[src/rtl/morse_symbol_sequencer_if.sv]
// Character record stream from the Morse symbol sequencer to the
// character decoder / UART stage.
//   master : drives out_pattern, out_len, out_word_end, out_err, out_valid;
//            samples out_ready.
//   slave  : the consumer side of the same handshake.
// A record transfers on any clock edge where out_valid && out_ready.
interface morse_symbol_sequencer_if #(
  parameter int MAXLEN = 6,
  parameter int LENW   = $clog2(MAXLEN + 1)
) ();
  logic [MAXLEN-1:0] out_pattern;
  logic [LENW-1:0]   out_len;
  logic              out_word_end;
  logic              out_err;
  logic              out_valid;
  logic              out_ready;

  modport master (
    output out_pattern, out_len, out_word_end, out_err, out_valid,
    input  out_ready
  );

  modport slave (
    input  out_pattern, out_len, out_word_end, out_err, out_valid,
    output out_ready
  );
endinterface

[src/rtl/morse_symbol_sequencer.sv]
// Morse symbol sequencer.
// Collects DIT/DAH elements from the dit/dah classifier into a pattern and
// closes a character on GAP (end of character) or SPACE (end of word). Each
// finished character becomes a record in a small FIFO that is drained over
// a valid/ready handshake.
//
// Ports:
//   clk, rst_n : clock (posedge) and asynchronous active-low reset
//   sym        : 0 WAIT, 1 DIT, 2 DAH, 3 GAP, 4 SPACE, 5..7 illegal
//   sym_valid  : single-cycle strobe qualifying sym
//   rec        : record stream (pattern, len, word_end, err, valid / ready)
//   drop       : one-cycle pulse when a record is lost to a full FIFO
//   busy       : high while a character is being collected
//
// Optional build macro: MORSE_TIMEOUT_EN flushes a partial character as a
// word-ending record after TIMEOUT idle cycles.
module morse_symbol_sequencer #(
  parameter int MAXLEN  = 6,
  parameter int DEPTH   = 4,
  parameter int TIMEOUT = 2**24
) (
  input  logic                     clk,
  input  logic                     rst_n,
  input  logic [2:0]               sym,
  input  logic                     sym_valid,
  morse_symbol_sequencer_if.master rec,
  output logic                     drop,
  output logic                     busy
);
  localparam int LENW = $clog2(MAXLEN + 1);
  localparam int PW   = $clog2(DEPTH);
  localparam int CW   = PW + 1;

  if (DEPTH < 2 || (DEPTH & (DEPTH - 1)) != 0 || TIMEOUT < 2) begin : g_bad_param
    $error("morse_symbol_sequencer: DEPTH must be a power of 2 >= 2 and TIMEOUT >= 2");
  end

  localparam logic [2:0] SYM_DIT   = 3'd1;
  localparam logic [2:0] SYM_DAH   = 3'd2;
  localparam logic [2:0] SYM_GAP   = 3'd3;
  localparam logic [2:0] SYM_SPACE = 3'd4;

  typedef enum logic {IDLE, COLLECT} state_t;

  typedef struct packed {
    logic [MAXLEN-1:0] pattern;
    logic [LENW-1:0]   len;
    logic              word_end;
    logic              err;
  } rec_t;

  state_t            state, state_n;
  logic [MAXLEN-1:0] pattern, pattern_n;
  logic [LENW-1:0]   len, len_n;
  logic              err, err_n;
  logic              prev_space, prev_space_n;
  logic              push;
  rec_t              push_rec;

  // WAIT and illegal codes are filtered here so they touch no state at all.
  logic is_elem, is_dah, is_gap, is_space, accepted;
  assign is_dah   = sym_valid && (sym == SYM_DAH);
  assign is_elem  = sym_valid && ((sym == SYM_DIT) || (sym == SYM_DAH));
  assign is_gap   = sym_valid && (sym == SYM_GAP);
  assign is_space = sym_valid && (sym == SYM_SPACE);
  assign accepted = is_elem || is_gap || is_space;

`ifdef MORSE_TIMEOUT_EN
  localparam int TW = $clog2(TIMEOUT);
  logic [TW-1:0] tcnt;
  logic          timeout_hit;
  // An accepted symbol on the expiry cycle wins; the timeout is cancelled.
  assign timeout_hit = (state == COLLECT) && !accepted && (tcnt == TW'(TIMEOUT - 1));
`endif

  // ---------------------------------------------------------------------
  // Next-state / accumulator logic
  // ---------------------------------------------------------------------
  always_comb begin
    // NOTE: every variable gets a default first so no path infers a latch.
    state_n      = state;
    pattern_n    = pattern;
    len_n        = len;
    err_n        = err;
    prev_space_n = prev_space;
    push         = 1'b0;
    push_rec     = '0;

    if (accepted) prev_space_n = is_space;

    unique case (state)
      IDLE: begin
        if (is_elem) begin
          pattern_n = MAXLEN'(is_dah);
          len_n     = LENW'(1);
          err_n     = 1'b0;
          state_n   = COLLECT;
        end else if (is_space && !prev_space) begin
          // Bare word break; repeated spaces collapse into one record.
          push              = 1'b1;
          push_rec.word_end = 1'b1;
        end
      end
      COLLECT: begin
        if (is_elem) begin
          if (len < LENW'(MAXLEN)) begin
            for (int i = 0; i < MAXLEN; i++) begin
              if (LENW'(i) == len) pattern_n[i] = is_dah;
            end
            len_n = len + LENW'(1);
          end else begin
            // Overlong character: keep the first MAXLEN elements, flag it.
            err_n = 1'b1;
          end
        end else if (is_gap || is_space) begin
          push      = 1'b1;
          push_rec  = '{pattern: pattern, len: len, word_end: is_space, err: err};
          pattern_n = '0;
          len_n     = '0;
          err_n     = 1'b0;
          state_n   = IDLE;
        end
`ifdef MORSE_TIMEOUT_EN
        else if (timeout_hit) begin
          push         = 1'b1;
          push_rec     = '{pattern: pattern, len: len, word_end: 1'b1, err: err};
          pattern_n    = '0;
          len_n        = '0;
          err_n        = 1'b0;
          prev_space_n = 1'b1;
          state_n      = IDLE;
        end
`endif
      end
      default: state_n = IDLE;
    endcase
  end

  // NOTE: sequential state uses non-blocking assignments only, so every
  // register samples the pre-edge values regardless of statement order.
  always_ff @(posedge clk or negedge rst_n) begin
    if (!rst_n) begin
      state      <= IDLE;
      pattern    <= '0;
      len        <= '0;
      err        <= 1'b0;
      prev_space <= 1'b0;
    end else begin
      state      <= state_n;
      pattern    <= pattern_n;
      len        <= len_n;
      err        <= err_n;
      prev_space <= prev_space_n;
    end
  end

`ifdef MORSE_TIMEOUT_EN
  // Idle counter: runs only while collecting, restarts on any accepted symbol.
  always_ff @(posedge clk or negedge rst_n) begin
    if (!rst_n)                          tcnt <= '0;
    else if (state_n != COLLECT || accepted) tcnt <= '0;
    else                                 tcnt <= tcnt + TW'(1);
  end
`endif

  assign busy = (state == COLLECT);

  // ---------------------------------------------------------------------
  // Record FIFO
  // ---------------------------------------------------------------------
  rec_t          mem [DEPTH];
  logic [PW-1:0] wr_ptr, rd_ptr;
  logic [CW-1:0] count;
  logic          full, do_pop, do_push;

  assign full    = (count == CW'(DEPTH));
  assign do_pop  = rec.out_valid && rec.out_ready;
  // A full FIFO still accepts a push when the head leaves on the same edge.
  assign do_push = push && (!full || do_pop);

  // NOTE: the storage array has no reset; validity lives in count and the
  // outputs are masked while empty, so stale contents are never visible.
  always_ff @(posedge clk) begin
    if (do_push) mem[wr_ptr] <= push_rec;
  end

  always_ff @(posedge clk or negedge rst_n) begin
    if (!rst_n) begin
      wr_ptr <= '0;
      rd_ptr <= '0;
      count  <= '0;
      drop   <= 1'b0;
    end else begin
      drop <= push && !do_push;
      if (do_push) wr_ptr <= wr_ptr + PW'(1);
      if (do_pop)  rd_ptr <= rd_ptr + PW'(1);
      unique case ({do_push, do_pop})
        2'b10:   count <= count + CW'(1);
        2'b01:   count <= count - CW'(1);
        default: count <= count;
      endcase
    end
  end

  rec_t head;
  assign head             = mem[rd_ptr];
  assign rec.out_valid    = (count != '0);
  assign rec.out_pattern  = rec.out_valid ? head.pattern  : '0;
  assign rec.out_len      = rec.out_valid ? head.len      : '0;
  assign rec.out_word_end = rec.out_valid && head.word_end;
  assign rec.out_err      = rec.out_valid && head.err;
endmodule

[src/flat_wrapper.sv]
// flat-port wrapper written by rule: the top's interface ports become plain ports
module morse_symbol_sequencer_flat 
#(
  parameter int MAXLEN  = 6,
  parameter int DEPTH   = 4,
  parameter int TIMEOUT = 2**24
)
  (clk, rst_n, sym, sym_valid, drop, busy, rec_out_pattern, rec_out_len, rec_out_word_end, rec_out_err, rec_out_valid, rec_out_ready);
  morse_symbol_sequencer_if #(.MAXLEN(MAXLEN)) rec_i ();
  input  logic clk;
  input  logic rst_n;
  input  logic [2:0] sym;
  input  logic sym_valid;
  output logic drop;
  output logic busy;
  output wire logic [$bits(rec_i.out_pattern)-1:0] rec_out_pattern;
  output wire logic [$bits(rec_i.out_len)-1:0] rec_out_len;
  output wire logic [$bits(rec_i.out_word_end)-1:0] rec_out_word_end;
  output wire logic [$bits(rec_i.out_err)-1:0] rec_out_err;
  output wire logic [$bits(rec_i.out_valid)-1:0] rec_out_valid;
  input wire logic [$bits(rec_i.out_ready)-1:0] rec_out_ready;
  assign rec_out_pattern = rec_i.out_pattern;
  assign rec_out_len = rec_i.out_len;
  assign rec_out_word_end = rec_i.out_word_end;
  assign rec_out_err = rec_i.out_err;
  assign rec_out_valid = rec_i.out_valid;
  assign rec_i.out_ready = rec_out_ready;
  morse_symbol_sequencer #(.MAXLEN(MAXLEN), .DEPTH(DEPTH), .TIMEOUT(TIMEOUT)) u_core (.clk(clk), .rst_n(rst_n), .sym(sym), .sym_valid(sym_valid), .rec(rec_i), .drop(drop), .busy(busy));
endmodule
[config.mk]
export PLATFORM = sky130hd
export DESIGN_NAME = morse_symbol_sequencer_flat
export DESIGN_NICKNAME = d
export VERILOG_FILES = /design/src/rtl/morse_symbol_sequencer_if.sv /design/src/rtl/morse_symbol_sequencer.sv /design/src/flat_wrapper.sv
export SDC_FILE = /design/constraint.sdc
export NUM_CORES = 1
export LEC_CHECK = 0
export ABC_AREA = 1
export CAP_MARGIN = 5
export CORE_ASPECT_RATIO = 1.4
export CORE_MARGIN = 2
export CORE_UTILIZATION = 52
export DETAILED_ROUTE_END_ITERATION = 12
export PLACE_DENSITY = 0.75
export SYNTH_ARGS = -nofsm -noshare
export SYNTH_HDL_FRONTEND = slang
export SYNTH_SLANG_ARGS = --single-unit
[constraint.sdc]
create_clock -name clk -period 1.7 [get_ports clk]
set_input_delay 0.17 -clock clk [delete_from_list [all_inputs] [get_ports clk]]
set_output_delay 0.17 -clock clk [all_outputs]
set_load 0.03 [all_outputs]
==> impl_metrics.toml, run 1 <==
[power]
finalPower_mw = 5.95
p_per_area_nw_per_um2 = 1590
vdd_drop_max_mv = 0.788
cellLeakagePower_nw = 1.61

[finish]
fin_util_pct = 68.2
fillers = 413
antenna_cells = 0
nets = 364
fin_cells = 420
drive_above_1_share_pct = 25.0
layout_common_cells = "nor2_1 (67), edfxtp_1 (44), buf_4 (34)"
final_common_cell = "nor2_1"
design_area_um2 = 3740
syn_to_final_growth_pct = 27.2

[floorplan]
start_util_pct = 53.6
core_um2 = 5490
boundaryPins = 21
die-area_um2 = 6280
rows = 32
die_x_um = 67.6
die_y_um = 93.0

[global_route]
grt_overflow = 0
grt_pass1_vias = 1973
antenna_found_initial = 0
track_usage_pct = 20.1
grt_pass1_wl_mm = 8.98
grt_start_max_net_pins = 23

[yosys]
yosysSeqAreaShare_pct = 62.0
synth.avg_cell_area_um2 = 10.0
ys_seq_elements = 64
synth_nets = 311
synth-edff-count = 44
synth_flop_cell = "edfxtp_1"
syn_inst = 294
yosys_warnings = 0
ys_types = 22
synthesis.area_um2 = 2940
synth-async-reset-ratio_pct = 31.3

[worst_setup_path]
timing.rr.start = "u_core.count[0]"
critPathKind = "reg2out"
slowest_stage = "dfrtp_2"
crit_buf_inv = 3
required_ns = 1.53
crit_fanout = 20
path_cells = "inv_2 -> buf_8 -> o21ai_0 -> a21oi_1 -> buf_4"
cp-startpoint = "u_core.rd_ptr[0]"
start_kind = "flop"
worst_ep_arrival_time_ns = 1.61
r2r_setup_slack_ns = 0.13
crit_path_end_kind = "output port"
max_stage_delay_ns = 0.49
cp_top_family = "flip-flops"

[cts]
clkLatencyLatePin_ns = 0.34
clock_path_buffers = 2
clk_pin_slew_ns = 0.07
cts_sinks = 64
ctsHoldBuffers = 0
cts_max_level = 3
ctsRootBufferMaster = "clkbuf_8"
cts_tree = "done"
numCtsBuffers = 9

[place]
place_inst = 398
place_area_um2 = 3420
place.gp.congestion = 0.826
portBuffers = 20
dpl.hpwl_mm = 3.86

[flow_run]
cap_violations = 0

[routing]
drc_errors = 0
wl_mm = 5.75
dr.pass1.iters = 4
antenna_left = 0
drtIter0Drc = 136
vias_per_cell = 5.03
vias = 2112
wl_per_cell_um = 13.7

[timing]
setup_viol = 11
worst_slack_ns = -0.0826
hold_viol = 0
fin_tns_setup_ns = -0.456
skew_ns = 0.00520
min_period_ns = 1.78
fin_crit_sh_pct = 105
slew_viol_final = 0
fmax_mhz = 561
worstMarginPinSlew_ns = 0.393
rsz0062_at_grt = "true"
slew-limit-headroom_pct = 73.7

[status]
status = "finished, violations left"
violations = "negative setup slack"

[worst_hold_path]
hp-class = "in2async"
## registers in the layout, summed over array words and instances (netlist names)
| register | flops |
|---|---|
| u_core.mem | 44 |
| u_core.rd_ptr | 2 |
| u_core.count | 3 |
| u_core.err | 1 |
| u_core.pattern | 6 |
| u_core.len | 3 |
| u_core.wr_ptr | 2 |
| u_core.drop | 1 |
| u_core.busy | 1 |
| u_core.prev_space | 1 |
## stage by stage
stage	hold WS (ns)	setup slack, ns
2_1_floorplan	-0.126	0.0216
3_3_place_gp	0.476	-0.221
3_5_place_dp	0.495	-0.263
4_1_cts	0.159	-0.0423
5_1_grt	0.206	-0.164
6_report	0.161	-0.0826
## worst register-to-register path: cells and delay by family, from the launching register on
| family | cells | cell delay [ns] |
|---|---|---|
| simple gates | 8 | 0.56 |
| flops | 1 | 0.40 |
| buf+inv | 3 | 0.15 |
| fa+ha+maj | 1 | 0.37 |
## what timing repair did
item	4_1_cts	5_1_grt
cloned	0	2
setup endpoints to repair	12	23
pin swaps	1	7
resized for setup	7	13
buffers inserted	0	4
## worst paths after layout
check                                     end  depth (start not counted)
setup reg to reg              u_core.count[2]                         12
min in group clk            u_core.pattern[0]                          3
hold reg to reg              u_core.rd_ptr[1]                          1
setup / recovery           rec_out_pattern[1]                          5
max in group asynchronous    u_core.rd_ptr[0]                          2
hold / removal                u_core.count[2]                          2
## cells by family after synthesis
family | Yosys count | share of synthesized area, %
and+or+nand+nor | 123 | 18.1
DFF | 64 | 62.0
AOI/OAI and AO/OA | 52 | 9.06
buffers and inverters | 42 | 5.49
adders and majority gates | 10 | 4.51
xor gates and xnor gates | 3 | 0.894
## per-layer routing
layer / share of wire (%) / GRT usage, % / wire length, um / up-vias
met5: 0 / 0 / 0 / -
met4: 2.3 / 11.2 / 135 / 0
met3: 3.1 / 5.29 / 176 / 12
met2: 55 / 34.4 / 3170 / 39
met1: 39 / 22.0 / 2270 / 990
li1: - / - / - / 1071
## synthesized netlist by cell type (all sizes together), types with 3 or more instances
cell type / n / area, um2
a21oi: 21 / 105
xor2: 3 / 26.3
dfrtp: 20 / 500
o21ai: 29 / 145
buf: 3 / 15.0
ha: 9 / 113
nor2: 78 / 315
clkbuf: 5 / 18.8
nand3: 7 / 50.1
edfxtp: 44 / 1320
nand2: 36 / 153
inv: 34 / 128
## final cells by class
class	instances	area [um2]	share of cell area [%]
clock buffer	10	138	3.68
clock inverter	6	58.8	1.57
inverter	34	128	3.41
multi-input combinational	188	1010	27.0
sequential	64	1820	48.8
tap	68	85.1	2.28
timing repair buffer	50	497	13.3
## power breakdown
part	internal [mW]	leakage [nW]	switching (mW)
logic	1.05	0.860	1.55
clock network	0.705	0.0957	0.582
registers	1.90	0.655	0.165
(Power assumes the default switching activity.)
==> run 2, diff against run 1 <==
--- a/constraint.sdc
+++ b/constraint.sdc
@@ -3,2 +3,2 @@
 set_output_delay 0.17 -clock clk [all_outputs]
-set_load 0.03 [all_outputs]
+set_load 0.005 [all_outputs]
==> impl_metrics.toml, run 2 (synthesis gave the netlist of run 1 again) <==
[status]
status = "finished, violations left"
violations = "negative setup slack"

[floorplan]
boundaryPins = 21
die_y_um = 93.0
rows = 32
start_util_pct = 53.6
die-area_um2 = 6280
core_um2 = 5490
die_x_um = 67.6

[worst_hold_path]
hp-class = "in2async"

[cts]
clkLatencyLatePin_ns = 0.33
clock_path_buffers = 2
ctsRootBufferMaster = "clkbuf_8"
cts_sinks = 64
cts_max_level = 3
cts_tree = "done"
clk_pin_slew_ns = 0.07
numCtsBuffers = 9

[worst_setup_path]
timing.rr.end = "u_core.count[2]"
timing.rr.start = "u_core.count[2]"
critPathKind = "reg2out"
worst_ep_arrival_time_ns = 1.54
crit_path_end_kind = "output port"
rr_worst_depth = 12
start_kind = "flop"
r2r_setup_slack_ns = 0.12
crit_fanout = 6
required_ns = 1.53

[global_route]
antenna_found_initial = 0
grt_pass1_vias = 2132
grt_pass1_wl_mm = 9.75
grt_start_max_net_pins = 21
grt_overflow = 0
track_usage_pct = 22.2

[routing]
wl_per_cell_um = 14.8
wl_mm = 6.33
dr.pass1.iters = 4
antenna_left = 0
drtIter0Drc = 72
vias_per_cell = 5.14
drc_errors = 0
vias = 2207

[place]
portBuffers = 20
place.gp.congestion = 0.848
dpl.hpwl_mm = 3.85

[timing]
hold_viol = 0
worstMarginPinSlew_ns = 0.427
slew-limit-headroom_pct = 71.5
fin_tns_setup_ns = -0.0136
slew_viol_final = 0
fin_crit_sh_pct = 101
min_period_ns = 1.71
setup_viol = 2
worst_slack_ns = -0.0111
rsz0062_at_grt = "true"
fmax_mhz = 584
skew_ns = 0.00868

[finish]
regMostFlops = "u_core.mem"
drive_above_1_share_pct = 29.1
nets = 374
antenna_cells = 0
layout_common_cells = "nor2_1 (57), edfxtp_1 (44), buf_4 (30)"
syn_to_final_growth_pct = 27.3
top_regs = "u_core.mem (44), u_core.pattern (6)"
largest_reg_flops = 44
final_common_cell = "nor2_1"

[power]
combPwrFrac_pct = 42.1
swShare_pct = 34.8
p_int_mw = 3.67
clockPowerShare_pct = 21.4
p_sw_mw = 1.95
finalPower_mw = 5.62
cellLeakagePower_nw = 1.61
p_per_area_nw_per_um2 = 1500
seq_power_share_pct = 36.5
vdd_drop_max_mv = 0.606

[flow_run]
cap_violations = 0
-- run 2: how the worst max path moves through the flow --
stage          slack [ns]              from                 end  depth (start not counted)
6_report            -0.01  u_core.rd_ptr[0]  rec_out_pattern[5]                          7
5_1_grt             -0.09  u_core.rd_ptr[0]  rec_out_pattern[5]                          7
4_1_cts             -0.03  u_core.rd_ptr[0]  rec_out_pattern[5]                          7
3_5_place_dp        -0.24            sym[1]     u_core.count[2]                         13
3_3_place_gp        -0.19            sym[1]     u_core.count[2]                         13
2_1_floorplan       -0.16       u_core.busy    u_core.mem[0][0]                          5
-- run 2: area by class of cell --
| class | instances | area, um2 |
|---|---|---|
| repair buffers | 60 | 500 |
| inverters | 34 | 131 |
| flip-flops and latches | 64 | 1820 |
| fillers | 390 | 1740 |
| clock inverters | 5 | 48.8 |
| well taps | 68 | 85.1 |
| multi-input cells | 188 | 1030 |
| clock buffers | 10 | 128 |
-- run 2: per-layer routing --
layer | GRT usage [%] | up-vias | wire length [um]
li1 | - | 1085 | -
met1 | 22.1 | 1046 | 2300
met2 | 39.1 | 58 | 3560
met3 | 5.78 | 18 | 235
met4 | 13.9 | 0 | 235
met5 | 0 | - | 0
-- run 2: stage by stage --
step | cell area, um2 | hold slack, ns | worst slack, ns | utilization [%] | std cells
5_1_grt | 3740 | 0.201 | -0.0944 | 68.2 | 429
2_1_floorplan | 2940 | -0.126 | -0.165 | - | 294
3_5_place_dp | 3410 | 0.494 | -0.242 | 62.2 | 402
4_1_cts | 3640 | 0.175 | -0.0254 | 66.4 | 424
6_report | 3740 | 0.176 | -0.0111 | 68.2 | 429
3_3_place_gp | 3410 | 0.478 | -0.194 | 62.2 | 402
-- run 2: timing repair --
| action | in CTS | in global routing |
|---|---|---|
| gates resized for setup | 66 | 32 |
| gates cloned | 1 | 0 |
| pin swaps | 13 | 14 |
| setup buffers | 6 | 6 |
| hold endpoints to repair | 0 | 0 |
| hold buffers | 0 | 0 |
| endpoints found under the setup margin | 12 | 12 |
-- run 2: power groups by stage --
stage | Sequential [mW] | Combinational (mW) | Clock, mW
4_1_cts | 2.03 | 2.13 | 1.21
3_5_place_dp | 2.04 | 2.11 | 0
5_1_grt | 2.08 | 2.61 | 1.29
2_1_floorplan | 2.03 | 1.13 | 0
6_report | 2.05 | 2.37 | 1.20
3_3_place_gp | 2.04 | 2.05 | 0
-- run 2: critical path, cell delays in order (launching register included) --
cell and delay, ns:
dfrtp_2 0.46, buf_6 0.14, buf_6 0.10, nor2_4 0.03, nor2_2 0.12, o21ai_2 0.08
a21oi_2 0.16, buf_2 0.13
